[src/rtl/alu_ex_stage.sv]
// Execute-stage front end: registers decoded instructions (D), drives the external ALU
// from them, and registers writeback/redirect results (R) behind a valid/ready output.
module alu_ex_stage #(
   parameter int XLEN = 32
) (
   input  logic            clk,
   input  logic            rst_n,
   input  logic            flush,
   input  logic            in_valid,
   output logic            in_ready,
   input  logic [2:0]      in_kind,
   input  logic [2:0]      in_funct3,
   input  logic            in_funct7b5,
   input  logic [4:0]      in_rd,
   input  logic [XLEN-1:0] in_pc,
   input  logic [XLEN-1:0] in_rs1,
   input  logic [XLEN-1:0] in_rs2,
   input  logic [XLEN-1:0] in_imm,
   output logic [XLEN-1:0] alu_s1,
   output logic [XLEN-1:0] alu_s2,
   output logic [2:0]      alu_op,
   output logic            alu_sub,
   output logic            alu_sra,
   input  logic [XLEN-1:0] alu_out,
   input  logic            alu_eq,
   input  logic            alu_lt,
   input  logic            alu_ltu,
   output logic            out_valid,
   input  logic            out_ready,
   output logic [4:0]      out_rd,
   output logic            out_we,
   output logic [XLEN-1:0] out_result,
   output logic            out_redirect,
   output logic [XLEN-1:0] out_target,
   output logic            out_illegal
);

   localparam logic [2:0] K_OP     = 3'd0;
   localparam logic [2:0] K_OP_IMM = 3'd1;
   localparam logic [2:0] K_LUI    = 3'd2;
   localparam logic [2:0] K_AUIPC  = 3'd3;
   localparam logic [2:0] K_BRANCH = 3'd4;
   localparam logic [2:0] K_JAL    = 3'd5;
   localparam logic [2:0] K_JALR   = 3'd6;
   localparam logic [2:0] K_ILL    = 3'd7;

   logic            d_valid;
   logic [2:0]      d_kind;
   logic [2:0]      d_funct3;
   logic            d_funct7b5;
   logic [4:0]      d_rd;
   logic [XLEN-1:0] d_pc, d_rs1, d_rs2, d_imm;

   // Valid/ready: a beat moves when valid & ready are both high in the same cycle;
   // the producer holds its payload stable while valid & !ready.
   logic r_adv, in_fire, out_fire, kill, r_load;
   assign r_adv    = !out_valid | out_ready;
   assign in_ready = !d_valid | r_adv;
   assign in_fire  = in_valid & in_ready;
   assign out_fire = out_valid & out_ready;
   assign kill     = out_fire & out_redirect;
   assign r_load   = d_valid & !kill;

   always_comb begin
      alu_s1  = '0;
      alu_s2  = '0;
      alu_op  = 3'd0;
      alu_sub = 1'b0;
      alu_sra = 1'b0;
      case (d_kind)
         K_OP: begin
            alu_s1  = d_rs1;
            alu_s2  = d_rs2;
            alu_op  = d_funct3;
            alu_sub = d_funct7b5 & (d_funct3 == 3'd0);
            alu_sra = d_funct7b5;
         end
         K_OP_IMM: begin
            alu_s1  = d_rs1;
            alu_s2  = d_imm;
            alu_op  = d_funct3;
            alu_sra = d_funct7b5 & (d_funct3 == 3'd5);
         end
         K_LUI:   alu_s2 = d_imm;
         K_AUIPC: begin
            alu_s1 = d_pc;
            alu_s2 = d_imm;
         end
         K_BRANCH: begin
            alu_s1  = d_rs1;
            alu_s2  = d_rs2;
            alu_sub = 1'b1;
         end
         K_JAL, K_JALR: begin
            alu_s1 = d_pc;
            alu_s2 = XLEN'(4);
         end
         default: ;
      endcase
   end

   logic is_branch, bad_branch, taken;
   logic res_we, res_redirect, res_illegal;
   logic [XLEN-1:0] res_result, res_target, tgt_base, tgt_sum;

   assign is_branch  = (d_kind == K_BRANCH);
   assign bad_branch = is_branch & (d_funct3[2:1] == 2'b01);

   always_comb begin
      taken = 1'b0;
      case (d_funct3)
         3'd0:    taken = alu_eq;
         3'd1:    taken = !alu_eq;
         3'd4:    taken = alu_lt;
         3'd5:    taken = !alu_lt;
         3'd6:    taken = alu_ltu;
         3'd7:    taken = !alu_ltu;
         default: taken = 1'b0;
      endcase
   end

   // Private target adder keeps the ALU free for the link value (pc+4).
   assign tgt_base = (d_kind == K_JALR) ? d_rs1 : d_pc;
   assign tgt_sum  = tgt_base + d_imm;

   assign res_illegal  = (d_kind == K_ILL) | bad_branch;
   assign res_redirect = (d_kind == K_JAL) | (d_kind == K_JALR) | (is_branch & !bad_branch & taken);
   assign res_we       = !is_branch & (d_kind != K_ILL) & (d_rd != 5'd0);
   assign res_result   = (is_branch | (d_kind == K_ILL)) ? '0 : alu_out;
   assign res_target   = !res_redirect ? '0
                       : (d_kind == K_JALR) ? {tgt_sum[XLEN-1:1], 1'b0} : tgt_sum;

   always_ff @(posedge clk or negedge rst_n) begin
      if (!rst_n) begin
         d_valid    <= 1'b0;
         d_kind     <= 3'd0;
         d_funct3   <= 3'd0;
         d_funct7b5 <= 1'b0;
         d_rd       <= 5'd0;
         d_pc       <= '0;
         d_rs1      <= '0;
         d_rs2      <= '0;
         d_imm      <= '0;
      end else if (flush || kill) begin
         d_valid <= 1'b0;
      end else if (in_fire) begin
         d_valid    <= 1'b1;
         d_kind     <= in_kind;
         d_funct3   <= in_funct3;
         d_funct7b5 <= in_funct7b5;
         d_rd       <= in_rd;
         d_pc       <= in_pc;
         d_rs1      <= in_rs1;
         d_rs2      <= in_rs2;
         d_imm      <= in_imm;
      end else if (r_adv) begin
         d_valid <= 1'b0;
      end
   end

   // An emptied result register is zeroed so idle outputs read as 0.
   always_ff @(posedge clk or negedge rst_n) begin
      if (!rst_n) begin
         out_valid    <= 1'b0;
         out_rd       <= 5'd0;
         out_we       <= 1'b0;
         out_result   <= '0;
         out_redirect <= 1'b0;
         out_target   <= '0;
         out_illegal  <= 1'b0;
      end else if (flush) begin
         out_valid    <= 1'b0;
         out_rd       <= 5'd0;
         out_we       <= 1'b0;
         out_result   <= '0;
         out_redirect <= 1'b0;
         out_target   <= '0;
         out_illegal  <= 1'b0;
      end else if (r_adv) begin
         out_valid    <= r_load;
         out_rd       <= r_load ? d_rd : 5'd0;
         out_we       <= r_load & res_we;
         out_result   <= r_load ? res_result : '0;
         out_redirect <= r_load & res_redirect;
         out_target   <= r_load ? res_target : '0;
         out_illegal  <= r_load & res_illegal;
      end
   end

endmodule

[config.mk]
export PLATFORM = sky130hd
export DESIGN_NAME = alu_ex_stage
export DESIGN_NICKNAME = d
export VERILOG_FILES = /design/src/rtl/alu_ex_stage.sv
export SDC_FILE = /design/constraint.sdc
export NUM_CORES = 1
export LEC_CHECK = 0
export CORE_MARGIN = 4
export CORE_UTILIZATION = 52
export DETAILED_ROUTE_END_ITERATION = 6
export GPL_TIMING_DRIVEN = 0
export HOLD_SLACK_MARGIN = 0.06
export PLACE_DENSITY = 0.84
export REMOVE_ABC_BUFFERS = 1
export SYNTH_ARGS = -nofsm -noshare
export SYNTH_HDL_FRONTEND = slang
export SYNTH_SLANG_ARGS = --single-unit
[constraint.sdc]
create_clock -name clk -period 9.1 [get_ports clk]
set_input_delay 1.82 -clock clk [delete_from_list [all_inputs] [get_ports clk]]
set_output_delay 1.82 -clock clk [all_outputs]
set_load 0.1 [all_outputs]
==> results_dict.tcl, run 1 <==
set metrics [dict create \
    core.rowCount 53 \
    crit_buf_inv 1 \
    path_max_fanout 43 \
    drt-total-wl_um 33700 \
    rsz0062_at_grt "false" \
    p_leak_nw 6.60 \
    port_buffers 322 \
    final_common_cell "clkdlybuf4s50_1" \
    yosysSeqAreaShare 0.480 \
    cts.htree.levels 1 \
    start_kind "flip-flop" \
    cpMaxStageDelayCell "clkdlybuf4s50_1" \
    r2r-end "out_target[27]" \
    fin_util 0.745 \
    ys_seq_elements 214 \
    die_h_um 154 \
    dieArea_sq_um 23900 \
    ys_types 67 \
    cts_buffer_depth 3 \
    r2r-start "d_kind[2]" \
    setup_tns_ns 0 \
    synthArstFlopShare 1.00 \
    core-area_sq_um 21100 \
    vias 9250 \
    cp-end-kind "output port" \
    routedWlPerCell_um 21.3 \
    worstSetupPathType "reg2out" \
    max_freq_mhz 161 \
    drive_above_1_share 0.191 \
    cp_top_family "simple AND/OR/NAND/NOR gates" \
    path_cells "nand3b_1, nand2_2, a22o_1, clkdlybuf4s50_1" \
    syn_area_sq_um 11200 \
    synth_edf_count 0 \
    grt_pass1_vias 9436 \
    maxCapViolCount 0 \
    ys.warnings.count 0 \
    slew_viol_final 0 \
    vias_per_cell 5.85 \
    initial_utilization 0.529 \
    most-common-layout-cells "clkdlybuf4s50_1 (321), dfrtp_1 (213), mux2_2 (175)" \
    worstHoldPathType "reg2reg" \
    dpl.cell_count 1537 \
    worst_pin_slew_ns 1.16 \
    areaGrowthSynthToFinish_pct 40.9 \
    final_cells 1582 \
    ir_drop_mv 0.219 \
    skew_ns 0.0150 \
    final_nets 1507 \
    die_w_um 154 \
    layout_min_cycle_time_ns 6.20 \
    track_usage 0.271 \
    cts_tree "yes" \
    finalCritPeriodShare 0.681 \
    drt_iter0_drc 560 \
    holdWs_ns 0.476 \
    final-hold-violation-count 0 \
    num_io_pins 323 \
    path_clk_slew_ns 0.06 \
    cts_resized 0 \
    dr.pass1.iters 5 \
    antenna_found_initial 4 \
    grt_start_max_net_pins 113 \
    cts_buffers 24 \
    pwr_density_cell_nw_per_um2 266 \
    r2r_setup_slack_ns 4.76 \
    drc 0 \
    min_path_cells 2 \
    cp.required_ns 7.28 \
    netlist_instances 985 \
    cts_setup_buffers 0 \
    grt_pass1_wl_um 52100 \
    cp.arrival_ns 4.38 \
    dp_hpwl_um 24200 \
    whs_endpoint "out_target[3]" \
    root_buffer "clkbuf_16" \
    slowest_delay_ns 1.17 \
    status "finished clean" \
    drtAntennaViolNets 0 \
    cts.sinks 214 \
    syn_area_per_cell_sq_um 11.3 \
    worstHoldStart "out_target[3]" \
    setup_viol 0 \
    power_mw 4.17 \
    ys_dominant_reg_cell "dfrtp_1" \
    slew_headroom 0.225 \
    clk_latency_ns 0.51 \
    gp_congestion 0.928 \
    grt_overflow 0 \
    r2r_cells 11 \
    cts_hold_buf 0 \
]
cell families after synthesis:
logic type      synth area share
compound gates             0.155
xor+xnor                  0.0196
fa+ha+maj                 0.0444
buf+inv                   0.0261
flops                      0.480
mux                        0.179
simple gates              0.0953
per-layer routing:
| layer | routed length, um | up-vias | GRT usage | part of all wire |
|---|---|---|---|---|
| met5 | 20 | - | 0 | 0.00059 |
| met4 | 1080 | 4 | 0.0879 | 0.032 |
| met3 | 2450 | 80 | 0.0649 | 0.073 |
| met2 | 16500 | 395 | 0.467 | 0.49 |
| met1 | 13600 | 4559 | 0.337 | 0.40 |
| li1 | - | 4212 | - | - |
layout make-up:
| type | instances | area (sq um) |
|---|---|---|
| clock buffer | 32 | 692 |
| timing repair buffer | 337 | 3500 |
| clock inverter | 11 | 238 |
| inverter | 7 | 26.3 |
| multi-input combinational | 704 | 5550 |
| tap | 275 | 344 |
| antenna | 2 | 5.00 |
| sequential | 214 | 5360 |
| fill | 1435 | 5380 |
how the worst max path moves through the flow:
| stage | startpoint | end | slack, ns | cells after the start |
|---|---|---|---|---|
| 2_1_floorplan | out_ready | d_funct3[0] | -0.77 | 3 |
| 5_1_grt | d_kind[2] | alu_s1[28] | 2.71 | 4 |
| 4_1_cts | d_kind[2] | alu_s1[28] | 2.85 | 4 |
| 6_report | d_kind[2] | alu_s1[28] | 2.90 | 4 |
| 3_3_place_gp | out_ready | d_rs1[5] | -4.93 | 4 |
| 3_5_place_dp | d_kind[2] | alu_s1[28] | 3.41 | 4 |
tightest hold or removal path, cell delays in order (launching register included):
cell and delay [ns]:
dfrtp_1 0.34, nand2_1 0.04, o21ai_0 0.06
Yosys cell counts (4+ instances only):
cell	instances	area share
buf_2	23	0.010
nand2_1	91	0.031
a22o_1	73	0.057
nand4_1	5	0.0028
clkbuf_1	35	0.012
nor2_1	28	0.0094
inv_1	7	0.0024
a211oi_1	5	0.0034
nand3_1	10	0.0045
o21ai_1	5	0.0022
nor3_1	5	0.0022
dfrtp_1	214	0.48
mux2_2	175	0.18
a31oi_1	4	0.0022
a21oi_1	39	0.018
a21o_1	12	0.0081
o21a_1	7	0.0047
xnor2_1	14	0.011
and2_1	6	0.0034
o21ai_0	67	0.030
nand2b_1	37	0.021
and3_1	6	0.0034
ha_1	38	0.043
xor2_1	11	0.0086
per-stage QoR:
stage               cell area, sq um  worst slack, ns
finish                         15700             2.90
global route                   15700             2.71
CTS                            15700             2.85
detailed placement             14800             3.41
global placement               14500            -4.93
floorplan                      10900           -0.767
registers in the layout, indices dropped and copies added (netlist names):
| name | count |
|---|---|
| d_funct3 | 3 |
| out_illegal | 1 |
| out_valid | 1 |
| d_funct7b5 | 1 |
| d_rs1 | 32 |
| d_imm | 32 |
| d_kind | 3 |
| out_target | 32 |
| d_rd | 5 |
| d_pc | 32 |
| out_redirect | 1 |
| out_we | 1 |
| d_rs2 | 32 |
| d_valid | 1 |
| out_rd | 5 |
| out_result | 32 |
where the power goes:
group | switching [mW] | leakage (nW) | internal [mW]
combinational | 1.26 | 3.48 | 0.611
clock | 0.397 | 0.456 | 0.733
sequential | 0.103 | 2.66 | 1.07
total | 1.76 | 6.60 | 2.41
Power figures use the tool's default switching activity.
==> run 2, diff against run 1 <==
--- a/config.mk
+++ b/config.mk
@@ -6,11 +6,11 @@
 export NUM_CORES = 1
 export LEC_CHECK = 0
 export CORE_MARGIN = 4
-export CORE_UTILIZATION = 52
+export CORE_UTILIZATION = 48
 export DETAILED_ROUTE_END_ITERATION = 6
 export GPL_TIMING_DRIVEN = 0
 export HOLD_SLACK_MARGIN = 0.06
-export PLACE_DENSITY = 0.84
+export PLACE_DENSITY = 0.79
 export REMOVE_ABC_BUFFERS = 1
 export SYNTH_ARGS = -nofsm -noshare
 export SYNTH_HDL_FRONTEND = slang
==> constraint.sdc (replaced) <==
create_clock -name clk -period 6.3 [get_ports clk]
set_input_delay 1.26 -clock clk [delete_from_list [all_inputs] [get_ports clk]]
set_output_delay 1.26 -clock clk [all_outputs]
set_load 0.1 [all_outputs]
==> run 2 against run 1 <==
First-iteration DRC count is 16% higher. Global-route usage down 2.1 points. Core utilization is 5.8 points lower. Clock skew decreased by 0.0071 ns.
==> results_dict.tcl, run 2 (synthesis results as in run 1) <==
set metrics [dict create \
    worstSetupPathType "reg2out" \
    grt_overflow 0 \
    skew_ns 0.00790 \
    internal-power_mw 3.28 \
    cts_buffers 24 \
    final_common_cell "clkdlybuf4s50_1" \
    holdWs_ns 0.479 \
    vias_per_cell 5.62 \
    met1_length_um 13600 \
    dieArea_sq_um 25700 \
    fin_util 0.687 \
    die_h_um 160 \
    status "finished clean" \
    cts.sinks 214 \
    grt_start_max_net_pins 115 \
    most-common-layout-cells "clkdlybuf4s50_1 (321), dfrtp_1 (213), mux2_2 (175)" \
    routedWlPerCell_um 20.5 \
    cts.htree.levels 1 \
    cp.required_ns 5.04 \
    drtAntennaViolNets 0 \
    cts_tree "yes" \
    seqPwrFrac 0.293 \
    clk_latency_ns 0.51 \
    final-hold-violation-count 0 \
    cts_buffer_depth 3 \
    areaGrowthSynthToFinish_pct 40.4 \
    worstHoldPathType "reg2reg" \
    cp.arrival_ns 4.51 \
    maxCapViolCount 0 \
    antennaDiodeCount 0 \
    met2_length_um 16100 \
    final_nets 1508 \
    dr.pass1.iters 5 \
    start_kind "flip-flop" \
    rsz0062_at_grt "false" \
    cts_setup_buffers 0 \
    place_area_sq_um 14900 \
    drive_above_1_share 0.189 \
    die_w_um 160 \
    finalCritPeriodShare 0.916 \
    antenna_found_initial 0 \
    design_area_sq_um 15700 \
    grt_pass1_vias 9469 \
    clock_power_share 0.242 \
    drc 0 \
    slew_viol_final 0 \
    slew_headroom 0.295 \
    setup_viol 0 \
    grt_pass1_wl_um 52300 \
    root_buffer "clkbuf_16" \
    max_freq_mhz 173 \
    power.switching_mw 2.51 \
    top_layer_used "met4" \
    pwr_density_cell_nw_per_um2 370 \
    switching_share 0.434 \
    initial_utilization 0.490 \
    layout_min_cycle_time_ns 5.77 \
    drt_iter0_drc 647 \
    core.rowCount 55 \
    dp_hpwl_um 24200 \
    cts_hold_buf 0 \
    num_io_pins 323 \
    cp-end-kind "output port" \
    path_clk_slew_ns 0.06 \
    pwr-share-comb 0.466 \
    worst_pin_slew_ns 1.05 \
    vias 9080 \
    core-area_sq_um 22800 \
    track_usage 0.250 \
    gp_congestion 0.875 \
    cts_resized 0 \
    route.met3.wl_um 2470 \
    p_leak_nw 6.55 \
    drt-total-wl_um 33100 \
    path_max_fanout 43 \
    power_mw 5.80 \
    ir_drop_mv 0.239 \
    port_buffers 322 \
]
==> run 2: stage by stage <==
step / cells / setup TNS, ns / setup slack (ns)
5_1_grt: 1617 / 0 / 0.291
3_3_place_gp: 1560 / -2405.63 / -7.18
2_1_floorplan: 925 / -421.02 / -3.01
4_1_cts: 1617 / 0 / 0.455
3_5_place_dp: 1576 / 0 / 1.00
6_report: 1617 / 0 / 0.532
==> run 2: final cells by class <==
| cell class | count | area [sq um] |
|---|---|---|
| inverters | 7 | 26.3 |
| clock inverters | 7 | 87.6 |
| well taps | 313 | 392 |
| multi-input cells | 704 | 5550 |
| flip-flops and latches | 214 | 5360 |
| fillers | 1706 | 7120 |
| repair buffers | 338 | 3540 |
| clock buffers | 34 | 699 |
==> run 2: power by group through the flow <==
stage,sequential [mW],combinational [mW],clock [mW]
final,1.70,2.70,1.40
after global routing,1.72,2.85,1.49
after CTS,1.69,2.70,1.43
after detailed placement,1.72,2.68,0
after global placement,1.70,2.66,0
after floorplan,1.86,1.81,0
==> run 2: worst paths after layout <==
kind                           startpoint        endpoint  slack (ns)  cells after the start
setup / recovery                d_kind[2]      alu_s1[29]        0.53                      4
hold / removal             out_target[23]  out_target[23]        0.48                      2
setup reg to reg                d_kind[2]  out_target[28]        1.58                     12
hold reg to reg            out_target[23]  out_target[23]        0.48                      2
max in group asynchronous           rst_n  out_result[28]        4.52                      2
min in group asynchronous           rst_n       d_rs2[19]        0.75                      1
==> run 2: per-layer routing <==
metal  track usage  up-vias
li1              -     4224
met5             0        -
met4        0.0579        0
met3        0.0652       54
met1         0.311     4481
met2         0.437      321
==> run 2: worst max-delay path, stage by stage (launching register included) <==
cell	delay (ns)
dfrtp_2	0.97
nand3b_1	0.66
nand2_2	0.91
a22o_1	0.28
clkdlybuf4s50_1	1.16
==> run 3, diff against run 2 <==
--- a/config.mk
+++ b/config.mk
@@ -7,6 +7,7 @@
 export LEC_CHECK = 0
 export CORE_MARGIN = 4
 export CORE_UTILIZATION = 48
+export CTS_CLUSTER_DIAMETER = 80
 export DETAILED_ROUTE_END_ITERATION = 6
 export GPL_TIMING_DRIVEN = 0
 export HOLD_SLACK_MARGIN = 0.06
==> results of run 3 <==
No change in the layout: final DEF, timing and power equal those of run 2.
